`src/rtl/arith_pkg.sv`:
```
`default_nettype none
// ============================================================================
//  Module      : arith_pkg
//  Description : Shared types and helpers for the serial arithmetic blocks.
//  Revision    : 1.0 - initial release
// ============================================================================
package arith_pkg;

    // Sequencer states of the bit-serial subtractor
    typedef enum logic [1:0] {
        IDLE = 2'd0,
        RUN  = 2'd1,
        FIN  = 2'd2
    } sub_state_t;

    // Width of a bit counter that must reach WIDTH-1
    function automatic int cnt_w(input int width);
        return (width > 2) ? $clog2(width) : 1;
    endfunction

endpackage
`default_nettype wire

```
`src/rtl/serial_sub_fsub.sv`:
```
`default_nettype none
// ============================================================================
//  Module      : fsub
//  Description : Combinational 1-bit full subtractor (a - b - bin).
//  Revision    : 1.0 - initial release
// ============================================================================
module fsub (
    input  logic a,
    input  logic b,
    input  logic bin,
    output logic d,
    output logic bout
);

    logic w_axb;

    // Difference bit and borrow generation
    assign w_axb = a ^ b;
    assign d     = w_axb ^ bin;
    assign bout  = (~a & b) | (~w_axb & bin);

endmodule
`default_nettype wire

```
`src/rtl/serial_sub.sv`:
```
`default_nettype none
// ============================================================================
//  Module      : serial_sub
//  Description : Bit-serial subtractor, num1 - num2, LSB first through one
//                full-subtractor cell; result after WIDTH+1 cycles.
//  Revision    : 1.0 - initial release
// ============================================================================
module serial_sub
    import arith_pkg::*;
#(
    parameter int WIDTH = 4
) (
    input  logic             clk,
    input  logic             rst,
    input  logic             start,
    input  logic [WIDTH-1:0] num1,
    input  logic [WIDTH-1:0] num2,
    output logic             busy,
    output logic             done,
    output logic             valid,
    output logic [WIDTH-1:0] out,
    output logic             bout
);

    localparam int         CNT_W     = cnt_w(WIDTH);
    localparam logic [1:0] c_st_idle = 2'(IDLE);
    localparam logic [1:0] c_st_run  = 2'(RUN);
    localparam logic [1:0] c_st_fin  = 2'(FIN);
    localparam logic [CNT_W-1:0] c_last = CNT_W'(WIDTH - 1);

    logic [1:0]       r_state;
    logic [WIDTH-1:0] r_a;
    logic [WIDTH-1:0] r_b;
    logic [WIDTH-1:0] r_res;
    logic [CNT_W-1:0] r_cnt;
    logic             r_borrow;
    logic             r_done;
    logic             r_valid;
    logic [WIDTH-1:0] r_out;
    logic             r_bout;

    logic             w_d;
    logic             w_bo;

    // Single subtractor cell, fed the current LSBs and the running borrow
    fsub u_fsub (
        .a    (r_a[0]),
        .b    (r_b[0]),
        .bin  (r_borrow),
        .d    (w_d),
        .bout (w_bo)
    );

    // Sequencer: capture operands, shift one bit per cycle, publish result.
    // New requests are taken only from IDLE so that a held start yields one
    // operation every WIDTH+2 cycles.
    always_ff @(posedge clk or posedge rst) begin
        if (rst) begin
            r_state  <= c_st_idle;
            r_a      <= '0;
            r_b      <= '0;
            r_res    <= '0;
            r_cnt    <= '0;
            r_borrow <= 1'b0;
            r_done   <= 1'b0;
            r_valid  <= 1'b0;
            r_out    <= '0;
            r_bout   <= 1'b0;
        end else begin
            r_done <= 1'b0;
            case (r_state)
                c_st_idle: begin
                    if (start) begin
                        r_a      <= num1;
                        r_b      <= num2;
                        r_borrow <= 1'b0;
                        r_cnt    <= '0;
                        r_valid  <= 1'b0;
                        r_state  <= c_st_run;
                    end
                end
                c_st_run: begin
                    r_res    <= {w_d, r_res[WIDTH-1:1]};
                    r_a      <= r_a >> 1;
                    r_b      <= r_b >> 1;
                    r_borrow <= w_bo;
                    if (r_cnt == c_last) begin
                        r_state <= c_st_fin;
                    end else begin
                        r_cnt <= r_cnt + CNT_W'(1);
                    end
                end
                c_st_fin: begin
                    r_out   <= r_res;
                    r_bout  <= r_borrow;
                    r_done  <= 1'b1;
                    r_valid <= 1'b1;
                    r_state <= c_st_idle;
                end
                default: begin
                    r_state <= c_st_idle;
                end
            endcase
        end
    end

    assign busy  = (r_state == c_st_run);
    assign done  = r_done;
    assign valid = r_valid;
    assign out   = r_out;
    assign bout  = r_bout;

endmodule
`default_nettype wire

```
`config.mk`:
```
export PLATFORM = sky130hd
export DESIGN_NAME = serial_sub
export DESIGN_NICKNAME = d
export VERILOG_FILES = /design/src/rtl/arith_pkg.sv /design/src/rtl/serial_sub_fsub.sv /design/src/rtl/serial_sub.sv
export SDC_FILE = /design/constraint.sdc
export NUM_CORES = 1
export LEC_CHECK = 0
export ABC_AREA = 1
export BUFFER_PORTS_ARGS = -buffer_cell sky130_fd_sc_hd__buf_2
export CAP_MARGIN = 20
export CORE_AREA = 2 2 65 67
export DETAILED_ROUTE_END_ITERATION = 8
export DIE_AREA = 0 0 67 69
export PLACE_DENSITY = 0.45
export SYNTH_ARGS = -nofsm -noshare
export SYNTH_HDL_FRONTEND = slang
export SYNTH_HIERARCHICAL = 1
export SYNTH_SLANG_ARGS = --single-unit
```
`constraint.sdc`:
```
create_clock -name clk -period 1.1 [get_ports clk]
set_input_delay 0.11 -clock clk [delete_from_list [all_inputs] [get_ports clk]]
set_output_delay 0.11 -clock clk [all_outputs]
set_load 0.02 [all_outputs]
```
After elaboration in Yosys (flattened, before gate mapping) --
Index checks and enable logic that the tools add are counted.
Storage, ports and cells: flip-flop bits (word level) 24, latch bits 0, memory bits (writable) 0, bits in read-only memories 0, bits of input ports 11, output and inout port bits 8, logic and storage cells 45, memories 0
Operators by class: $add $sub $neg 1, multipliers 0, div/mod/pow operators 0, magnitude comparators 0, equal/unequal tests 6, shifts and indexed selects 0, mux-type cells 14, bitwise operators 7, reductions and logical operators 7
Operators with widths (count):
- one-hot mux 4 bit (2 select lines) | 2
- two-way mux 2 bit | 4
- two-way mux 4 bit | 2
- one-hot mux 2 bit (2 select lines) | 2
- AND reduction 2 bit | 3
- == test 2 bit, second input constant | 2
- inequality test 2 bit, second input constant | 2
- one-hot mux 1 bit (2 select lines) | 2
- nonzero test 2 bit | 2
- AND reduction 3 bit | 1
- adder 2 x 1 -> 2 bit, second input constant | 1
- AND 1 bit | 2
- == test 2 x 1 -> 1 bit, second input constant | 1
- logical NOT 2 bit | 1
- two-way mux 1 bit | 2
- inequality test 2 x 1 -> 1 bit, second input constant | 1
- inverter 1 bit | 2
- bitwise XOR 1 bit | 2
- bitwise OR 1 bit | 1

Depth between registers and ports, before layout --
Gate-level depths: netlist of run 1.
depth after elaboration 5, depth in mapped cells 7, gate-level depth less buffers 6

Hierarchy --
The synthesis of run 1 kept the hierarchy.
By module, submodules not included:
- serial_sub | instances 1, cells an instance 120, area an instance 1013.5 um^2, seq. area each 600.6 um^2
- fsub | instances 1, cells an instance 4, area an instance 31.3 um^2, seq. area each 0.0 um^2

Least setup slack after synthesis of run 1 --
No wires, ideal clock.
path type register -> register, from reg r_state[1], to reg r_cnt[0], setup time 0.118 ns, arrival time 1.097 ns, data required time 0.982 ns, setup slack -0.115 ns, stages on the path, launching flop included 5, path buffers 0, period minus slack after synthesis 1.215 ns, cell sequence dfrtp_1 -> nor2_1 -> nand2_1 -> nand3_1 -> nand2_1
On the way: cells in the longest elaborated chain, start to end 3, elaborated cells on any way between the ends 7, those cells by class eq/ne (3); mux (1); reduce/logical (3)
RTL lines:
- start, declared | line serial_sub.sv:31 | logic [1:0] r_state;
- start signal, assigned | line serial_sub.sv:59 | r_state <= c_st_idle;
- start signal, assigned | line serial_sub.sv:79 | r_state <= c_st_run;
- start signal, assigned | line serial_sub.sv:88 | r_state <= c_st_fin;
- == test 2 x 1 -> 1 bit *
- via busy | line serial_sub.sv:18 | output logic busy,
- inequality test 2 bit (no source line) / nonzero test 2 bit (equally long branches)
- AND reduction 3 bit (no source line)
- end signal, assigned | line serial_sub.sv:90 | r_cnt <= r_cnt + CNT_W'(1);
- end, declared | line serial_sub.sv:35 | logic [CNT_W-1:0] r_cnt;
Mark *: on every way through the listed nets, which the timed path passes. The rest lies on a longest branch. A chain may end at the register's enable or synchronous reset.

Worst setup path in the final report of run 1 --
from reg r_state[1], to out busy
On the way: cells in the longest elaborated chain, start to end 1
RTL lines:
- == test 2 x 1 -> 1 bit | line serial_sub.sv:107 | assign busy = (r_state == c_st_run);
- end, declared | line serial_sub.sv:18
Every way passes these cells.

==> results of run 1 <==
## how the worst max path moves through the flow
stage | from | to | slack (ns) | cells past startpoint
after floorplan | r_a[0] | r_res[3] | 0.004 | 3
after global placement | r_a[0] | r_res[3] | -0.01 | 3
after CTS | r_state[1] | busy | -0.03 | 2
after detailed placement | r_a[0] | r_res[3] | -0.02 | 3
after global routing | r_b[0] | r_res[3] | -0.07 | 4
final | r_state[1] | busy | -0.01 | 2
## layer usage
layer  global-route usage [%]  up-vias
met5                        0        -
li1                         -      442
met2                    17.93       24
met3                    3.915        0
met1                    13.01      399
met4                    2.721        0
## logic make-up after synthesis
kind of cell,count (synthesis),synth area share [%]
fa+ha+maj,2,3.114
buf+inv,16,6.227
simple gates,74,28.26
compound gates,8,4.910
flops,24,57.49
## metrics by stage
stage / hold WS (ns) / worst slack (ns)
finish: 0.03383 / -0.01389
global route: 0.04500 / -0.06851
CTS: 0.02432 / -0.03163
detailed placement: 0.1782 / -0.01800
global placement: 0.1735 / -0.009672
floorplan: 0.1246 / 0.004450
## power by group through the flow
stage	clock, mW	combinational (mW)	sequential [mW]
after global routing	0.666	2.18	1.55
final	0.603	1.90	1.49
after detailed placement	0	1.66	1.49
after floorplan	0	1.00	1.58
after CTS	0.634	1.78	1.48
after global placement	0	1.65	1.49
## critical path, cell delays in order (launching register included)
cell and delay, ns:
dfrtp_2 0.45, nor2_4 0.15, buf_6 0.13
## flip-flops by register name (all words and copies together), names as in the netlist
register  count
r_borrow      1
r_a           4
r_res         4
r_cnt         2
r_b           4
valid         1
done          1
out           4
r_state       2
bout          1
## placed cells by master (no fill, tap or decap), types with 4 or more instances in the layout
cell type | Yosys | final
nand2_1 | 60 | 52
dfrtp_1 | 24 | 22
buf_2 | 1 | 17
inv_1 | 12 | 9
buf_4 | 1 | 9
nand3_1 | 8 | 8
nand2_2 | 1 | 7
o21ai_0 | 7 | 6
inv_2 | 2 | 5
clkbuf_8 | 0 | 4
## area by class of cell
cell class / count / area [um2] / area share [%]
clock buffers: 4 / 55.05 / 3.946
inverters: 14 / 52.55 / 3.767
multi-input cells: 84 / 416.7 / 29.87
flip-flops and latches: 24 / 603.1 / 43.23
well taps: 50 / 62.56 / 4.484
repair buffers: 30 / 205.2 / 14.71
## what timing repair did
action                                  4_1_cts  5_1_grt
gates cloned                                  0        0
endpoints found under the setup margin       11       16
endpoints found under the hold margin        24        0
pin swaps                                     2        9
buffers inserted                              1        3
gates resized for setup                       8       12
hold buffers                                  1        0
==> run summary, run 1 <==
outcome - complete, but fails checks
top sig layer - met3
fill cell count - 434
DP HPWL - 1524 um
Synth area leaders - dfrtp_1, nand2_1, inv_1
Worst VDD drop - 0.001023 V
Slew HR - 78.77%
DIE AREA - 4623 um2
Die H - 69 um
R2R Setup Slk - 0 ns
ANT cells - 0
DP Area - 1252 um2
fraction of registers with async set/reset - 100.0%
FF-to-FF End - r_res[3]
leakage - 0.7826 nW
Logic pwr share - 47.5%
Worst-Skew Late Latency - 0.27 ns
share of layout cells above drive strength 1 - 32.69%
Seq/Total Area, Yosys - 57.49%
Int Pwr - 2.391 mW
RSZ-0062 raised after global routing - true
DR WL met2 - 1051 um
Mean Syn Cell Area - 8.425 um2
Worst R2R Path Depth - 4
clk root buf - clkbuf_8
synth-to-layout area growth - 33.53%
min Tclk post-route - 1.114 ns
Worst Path Arrival - 1.00 ns
Post-synth EDFFs - 0
Die W - 67 um
Max-Cap Viols - 0
switch share - 40.12%
top_reg_cell synth - dfrtp_1
total CTS buffers - 3
worst-path fanout max - 4
WHS Path Cells - 3
Clock Pin Slew Worst Setup and Hold Paths - 0.08 ns
Initial DRC Count - 38
Final period util - 101.3%
CTS tree - yes
area share of the largest cell type after synthesis - 57.49%
Synth warnings - 6
met3 WL - 128 um
Nets - 170
Worst Setup Start Kind - flip-flop
global route overflow - 0
num ports - 19
max-slew violation count - 0
clock skew - 0.001875 ns
Clk pwr share - 15.1%
initial antenna violation count - 0
DR pass1 iterations - 4
P_sw - 1.602 mW
Max Clk Rate - 897.8 MHz
worst-margin pin slew - 0.3184 ns
Cell Rows - 23
Yosys cell types - 14
Synth Net Count - 137
RR Startpoint - r_b[0]
largest net degree at the start of global routing - 25
count leader, synth - nand2_1
final worst slack - -0.01389 ns
final core utilization - 35.65%
wire per inst - 10.66 um
final setup vio count - 2
Fin. Hold Viols - 0
Seq pwr share - 37.4%
post-route design area - 1395 um2
RePlAce Congestion - 0.7800
Hold Startpoint - num2[3]
min-delay worst type - input port to flip-flop
Final Power - 3.994 mW
Via-to-Cell Ratio - 4.199
Post-Route M1 WL - 1016 um
H-tree levels - 1
CP required - 0.99 ns
antenna-violating nets left - 0
Bufs on Longest Clock Path - 2
vias in the first global route - 889
crit path kind - flip-flop to primary output
Layout Cells excl Fill - 206
GRT Resource Usage Total - 10.79%
initial core utilization - 26.69%
DRC - 0
Buffers on Ports - 18
biggest area consumer among synthesized cells - dfrtp_1
vias - 865
Synth top cells by count - nand2_1, dfrtp_1, inv_1
first-pass GRT wire length - 3843 um
placed cells - 197
Core Area - 3914 um2
failing checks - setup timing
total wire length - 2196 um
mapped cell area - 1045 um2
clk sinks - 24
Synth Register Bits - 24
Post-Syn Instances - 124
TNS Setup - -0.01614 ns
pwr dens - 2863 nW/um2
Hold EP - r_b[3]
CP endpoint kind - primary output
Power figures use the tool's default switching activity.
==> run 2, diff against run 1 <==
--- a/config.mk
+++ b/config.mk
@@ -5,12 +5,12 @@
 export SDC_FILE = /design/constraint.sdc
 export NUM_CORES = 1
 export LEC_CHECK = 0
-export ABC_AREA = 1
+export ABC_AREA = 0
 export BUFFER_PORTS_ARGS = -buffer_cell sky130_fd_sc_hd__buf_2
 export CAP_MARGIN = 20
-export CORE_AREA = 2 2 65 67
+export CORE_AREA = 2 2 66 68
 export DETAILED_ROUTE_END_ITERATION = 8
-export DIE_AREA = 0 0 67 69
+export DIE_AREA = 0 0 68 70
 export PLACE_DENSITY = 0.45
 export SYNTH_ARGS = -nofsm -noshare
 export SYNTH_HDL_FRONTEND = slang
==> run 2 against run 1 <==
Net effect: the run still ends with setup timing left; total power up 23%; count of clock-buffer cells in the layout unchanged; global-route usage up 0.54 points; worst hold slack better by 0.026 ns; setup slack worse by 0.15 ns; flip-flop and latch count unchanged; via count down 5.4%; core utilization up 5.4 points; sequential share of layout area down 7.9 points; combinational power up 46%; design area up 22%.
==> run summary, run 2 <==
vias - 818
Die W - 68 um
post-route design area - 1702 um2
total CTS buffers - 3
Yosys cell types - 24
failing checks - setup timing
Max Clk Rate - 791.6 MHz
Initial DRC Count - 28
Worst VDD drop - 0.001382 V
CP required - 1.26 ns
clk sinks - 24
clk root buf - clkbuf_8
Top delay family on crit path - adder cells
wire per inst - 13.91 um
top_reg_cell synth - dfrtp_1
Buf/Inv on CP - 0
area share of the largest cell type after synthesis - 54.48%
worst-path fanout max - 2
Buffers on Ports - 18
Post-Syn Instances - 87
Synth Register Bits - 24
Final period util - 114.8%
DR pass1 iterations - 4
Nets - 138
final worst slack - -0.1633 ns
Post-synth EDFFs - 0
final core utilization - 41.06%
H-tree levels - 1
Clock Pin Slew Worst Setup and Hold Paths - 0.09 ns
Synth area leaders - dfrtp_1, mux2_2, nor4b_1
Worst Setup Start Kind - flip-flop
ANT cells - 0
count leader, synth - dfrtp_1
DP Area - 1343 um2
Synth top cells by count - dfrtp_1, inv_1, mux2_2
GRT Resource Usage Total - 11.33%
CTS tree - yes
Max-Cap Viols - 0
DIE AREA - 4760 um2
min Tclk post-route - 1.263 ns
Slew HR - 78.39%
Die H - 70 um
CP endpoint kind - flip-flop
Seq/Total Area, Yosys - 54.48%
mapped cell area - 1102 um2
largest net degree at the start of global routing - 25
RePlAce Congestion - 0.7009
Synth warnings - 6
min-delay worst type - input port to flip-flop
first-pass GRT wire length - 4133 um
fill cell count - 408
Cell Rows - 24
commonest cells after routing, fill and taps aside - dfrtp_1, buf_2, buf_4
Fin. Hold Viols - 0
Worst-Skew Late Latency - 0.26 ns
leakage - 0.8194 nW
Worst Path Arrival - 1.42 ns
CP max stage cell - fa_1
Bufs on Longest Clock Path - 2
Post-Place Worst Slack - -0.1437 ns
crit path cell chain - fa_1 > mux2_4
sequential cell area - 601.8 um2
vias in the first global route - 875
fraction of registers with async set/reset - 100.0%
clock skew - 0.0008038 ns
worst-margin pin slew - 0.3242 ns
Synth Net Count - 100
biggest area consumer among synthesized cells - dfrtp_1
WHS - 0.05977 ns
final setup vio count - 22
initial antenna violation count - 0
max-slew violation count - 0
DP HPWL - 1570 um
crit path kind - flip-flop to flip-flop
Core Area - 4144 um2
total wire length - 2449 um
Final Power - 4.919 mW
RSZ-0062 raised after global routing - true
num ports - 19
share of layout cells above drive strength 1 - 59.68%
area of the multi-input gates - 621.8 um2
initial core utilization - 26.60%
antenna-violating nets left - 0
pwr dens - 2891 nW/um2
global route overflow - 0
DRC - 0
slowest stage delay, CP - 0.48 ns
Via-to-Cell Ratio - 4.648
outcome - complete, but fails checks
synth-to-layout area growth - 54.37%
Mean Syn Cell Area - 12.67 um2
most common cell after layout, fill and taps aside - dfrtp_1
==> run 2: cell count changes after synthesis, sizes merged, moves of 3 or more <==
cell	change
a22o	+3
nand3	-8
buf	+5
nand2	-61
inv	-4
a221oi	+4
mux2	+9
nor4b	+7
o21ai	-8
nor3b	+3
==> run 2: kinds of logic (layout without fill, tap and decap cells) <==
| group | Yosys count | in the layout | synth area share [%] |
|---|---|---|---|
| buffers and inverters | 17 | 53 | 8.513 |
| muxes | 9 | 9 | 9.194 |
| AOI/OAI and AO/OA | 14 | 15 | 11.35 |
| DFF | 24 | 24 | 54.48 |
| and+or+nand+nor | 21 | 21 | 13.51 |
| adders and majority gates | 2 | 2 | 2.951 |
==> run 2: what timing repair did <==
item                                   4_1_cts  5_1_grt
endpoints found under the hold margin       24        0
setup endpoints to repair                   21       23
hold buffers                                 1        0
setup buffers                                5        2
pin swaps                                   16        8
gates resized for setup                     35        8
gates cloned                                 1        1
==> run 2: layout make-up <==
type                            instances  share of cell area [%]
Inverter                               10                   2.206
Multi-Input combinational cell         47                   36.54
Sequential cell                        24                   35.37
Clock buffer                            4                   3.235
Timing Repair Buffer                   39                   18.82
Tap cell                               52                   3.824
==> run 2: path summary, 6_finish.rpt <==
kind / startpoint / end / slack, ns / depth (start not counted)
max: r_a[0] / r_res[3] / -0.16 / 2
min: num2[3] / r_b[3] / 0.06 / 2
max reg2reg: r_a[0] / r_res[3] / -0.16 / 2
min reg2reg: out[0] / out[0] / 0.51 / 1
max in group asynchronous: rst / r_state[1] / 0.40 / 4
min in group asynchronous: rst / r_res[1] / 0.43 / 4
==> run 2: power by group <==
part | total (mW) | switching (mW) | internal [mW] | leakage, nW
Combinational | 2.77 | 1.18 | 1.59 | 0.499
Clock | 0.604 | 0.285 | 0.319 | 0.0288
Sequential | 1.54 | 0.246 | 1.30 | 0.292
==> run 2: per-layer routing <==
metal	global-route usage (%)	vias to the layer above	wire (um)
li1	-	383	-
met4	2.000	0	15
met5	0	-	0
met3	3.382	2	127
met2	19.20	23	1229
met1	14.12	410	1076
==> run 2: metrics by stage <==
step	cells	setup TNS, ns
finish	176	-1.204
global route	176	-2.240
CTS	174	-1.170
detailed placement	163	-1.868
global placement	163	-1.382
floorplan	87	-0.7273
==> run 3, diff against run 2 <==
--- a/config.mk
+++ b/config.mk
@@ -8,10 +8,10 @@
 export ABC_AREA = 0
 export BUFFER_PORTS_ARGS = -buffer_cell sky130_fd_sc_hd__buf_2
 export CAP_MARGIN = 20
-export CORE_AREA = 2 2 66 68
+export CORE_AREA = 2 2 69 71
 export DETAILED_ROUTE_END_ITERATION = 8
-export DIE_AREA = 0 0 68 70
-export PLACE_DENSITY = 0.45
+export DIE_AREA = 0 0 71 73
+export PLACE_DENSITY = 0.42
 export SYNTH_ARGS = -nofsm -noshare
 export SYNTH_HDL_FRONTEND = slang
 export SYNTH_HIERARCHICAL = 1
==> run 3 against run 2 <==
Net effect: core utilization decreased by 3.9 points; count of clock-buffer cells in the layout unchanged; the flow still finishes with violations (setup timing); total power decreased by 0.73%; clock power increased by 0.8%; critical path type unchanged; flip-flop and latch count unchanged; sequential power about the same.
==> run summary, run 3 (synthesis gave the netlist of run 2 again) <==
DP HPWL - 1599 um
Core Area - 4536 um2
Buf/Inv on CP - 1
clock skew - 0.002848 ns
commonest cells after routing, fill and taps aside - dfrtp_1, buf_2, buf_4
RR Startpoint - r_b[0]
Initial DRC Count - 37
Die H - 73 um
Via-to-Cell Ratio - 4.520
post-route design area - 1685 um2
DRC - 0
Worst R2R Path Depth - 3
TNS Setup - -1.179 ns
Post-Place Worst Slack - -0.1552 ns
num ports - 19
vias in the first global route - 874
WHS Path Cells - 2
DIE AREA - 5183 um2
global route overflow - 0
failing checks - setup timing
outcome - complete, but fails checks
Buffers on Ports - 18
Worst-Skew Late Latency - 0.27 ns
critical path depth in cells - 3
Worst Path Arrival - 1.42 ns
final setup vio count - 22
CP endpoint kind - flip-flop
R2R Setup Slk - -0.16 ns
worst-margin pin slew - 0.3245 ns
Max-Cap Viols - 0
Final period util - 114.5%
FF-to-FF End - r_res[3]
most common cell after layout, fill and taps aside - dfrtp_1
CP max stage cell - fa_1
Nets - 137
Worst VDD drop - 0.001042 V
worst-path fanout max - 2
max-slew violation count - 0
largest net degree at the start of global routing - 25
antenna-violating nets left - 0
total wire length - 2404 um
crit path cell chain - inv_2 > fa_1 > mux2_4
DP Area - 1375 um2
H-tree levels - 1
initial core utilization - 24.30%
Worst Setup Start Kind - flip-flop
share of layout cells above drive strength 1 - 58.54%
vias - 800
pwr dens - 2898 nW/um2
synth-to-layout area growth - 52.89%
DR pass1 iterations - 2
Slew HR - 78.37%
CTS tree - yes
Hold EP - r_a[3]
fill cell count - 439
Hold Startpoint - num1[3]
clk sinks - 24
Fin. Hold Viols - 0
Clock Pin Slew Worst Setup and Hold Paths - 0.09 ns
total CTS buffers - 3
RePlAce Congestion - 0.6645
slowest stage delay, CP - 0.47 ns
RSZ-0062 raised after global routing - true
wire per inst - 13.58 um
ANT cells - 0
final worst slack - -0.1594 ns
Max Clk Rate - 794.0 MHz
min-delay worst type - input port to flip-flop
clk root buf - clkbuf_8
leakage - 0.8076 nW
Top delay family on crit path - adder cells
Bufs on Longest Clock Path - 2
CP required - 1.26 ns
crit path kind - flip-flop to flip-flop
min Tclk post-route - 1.259 ns
first-pass GRT wire length - 4229 um
GRT Resource Usage Total - 10.46%
WHS - 0.05102 ns
initial antenna violation count - 0
Die W - 71 um
Cell Rows - 25
-- run 3: worst max path at each step --
| stage | from | to | slack [ns] |
|---|---|---|---|
| global route | r_b[0] | r_res[3] | -0.19 |
| CTS | r_borrow | r_res[3] | -0.16 |
| detailed placement | r_state[0] | r_a[1] | -0.16 |
| finish | r_b[0] | r_res[3] | -0.16 |
| global placement | r_state[0] | r_a[1] | -0.15 |
| floorplan | r_a[0] | r_res[3] | -0.11 |
-- run 3: through the flow --
| stage | util (%) | cells | total power, mW |
|---|---|---|---|
| after floorplan | - | 87 | 2.925 |
| after global placement | 30.32 | 169 | 3.482 |
| after detailed placement | 30.32 | 169 | 3.562 |
| after CTS | 35.01 | 176 | 4.618 |
| after global routing | 37.16 | 177 | 5.255 |
| final | 37.16 | 177 | 4.883 |
-- run 3: power by group --
part | leakage [nW] | internal [mW] | switching, mW
Sequential | 0.293 | 1.30 | 0.260
Combinational | 0.486 | 1.55 | 1.16
Clock | 0.0288 | 0.320 | 0.289
-- run 3: layer usage --
| metal | track usage [%] | wire length (um) | up-vias |
|---|---|---|---|
| li1 | - | - | 381 |
| met1 | 13.63 | 1134 | 397 |
| met2 | 17.65 | 1148 | 20 |
| met3 | 3.315 | 115 | 2 |
| met4 | 1.258 | 6 | 0 |
| met5 | 0 | 0 | - |
-- run 3: timing repair --
item                                   in CTS  in global routing
gates resized for setup                    26                 17
hold buffers                                1                  0
setup endpoints to repair                  22                 23
endpoints found under the hold margin      24                  0
gates cloned                                1                  0
pin swaps                                   7                  8
setup buffers                               2                  1
-- run 3: cell type report --
type / instances / area [um2] / area share [%]
clock buffer: 4 / 55.05 / 3.267
multi-input combinational: 47 / 635.6 / 37.71
tap: 54 / 67.56 / 4.009
inverter: 10 / 37.54 / 2.227
timing repair buffer: 38 / 287.8 / 17.07
sequential: 24 / 601.8 / 35.71
-- run 3: worst register-to-register path, cell delays in order (launching register included) --
cell and delay [ns]:
dfrtp_1 0.37, inv_2 0.05, fa_1 0.47, mux2_4 0.26
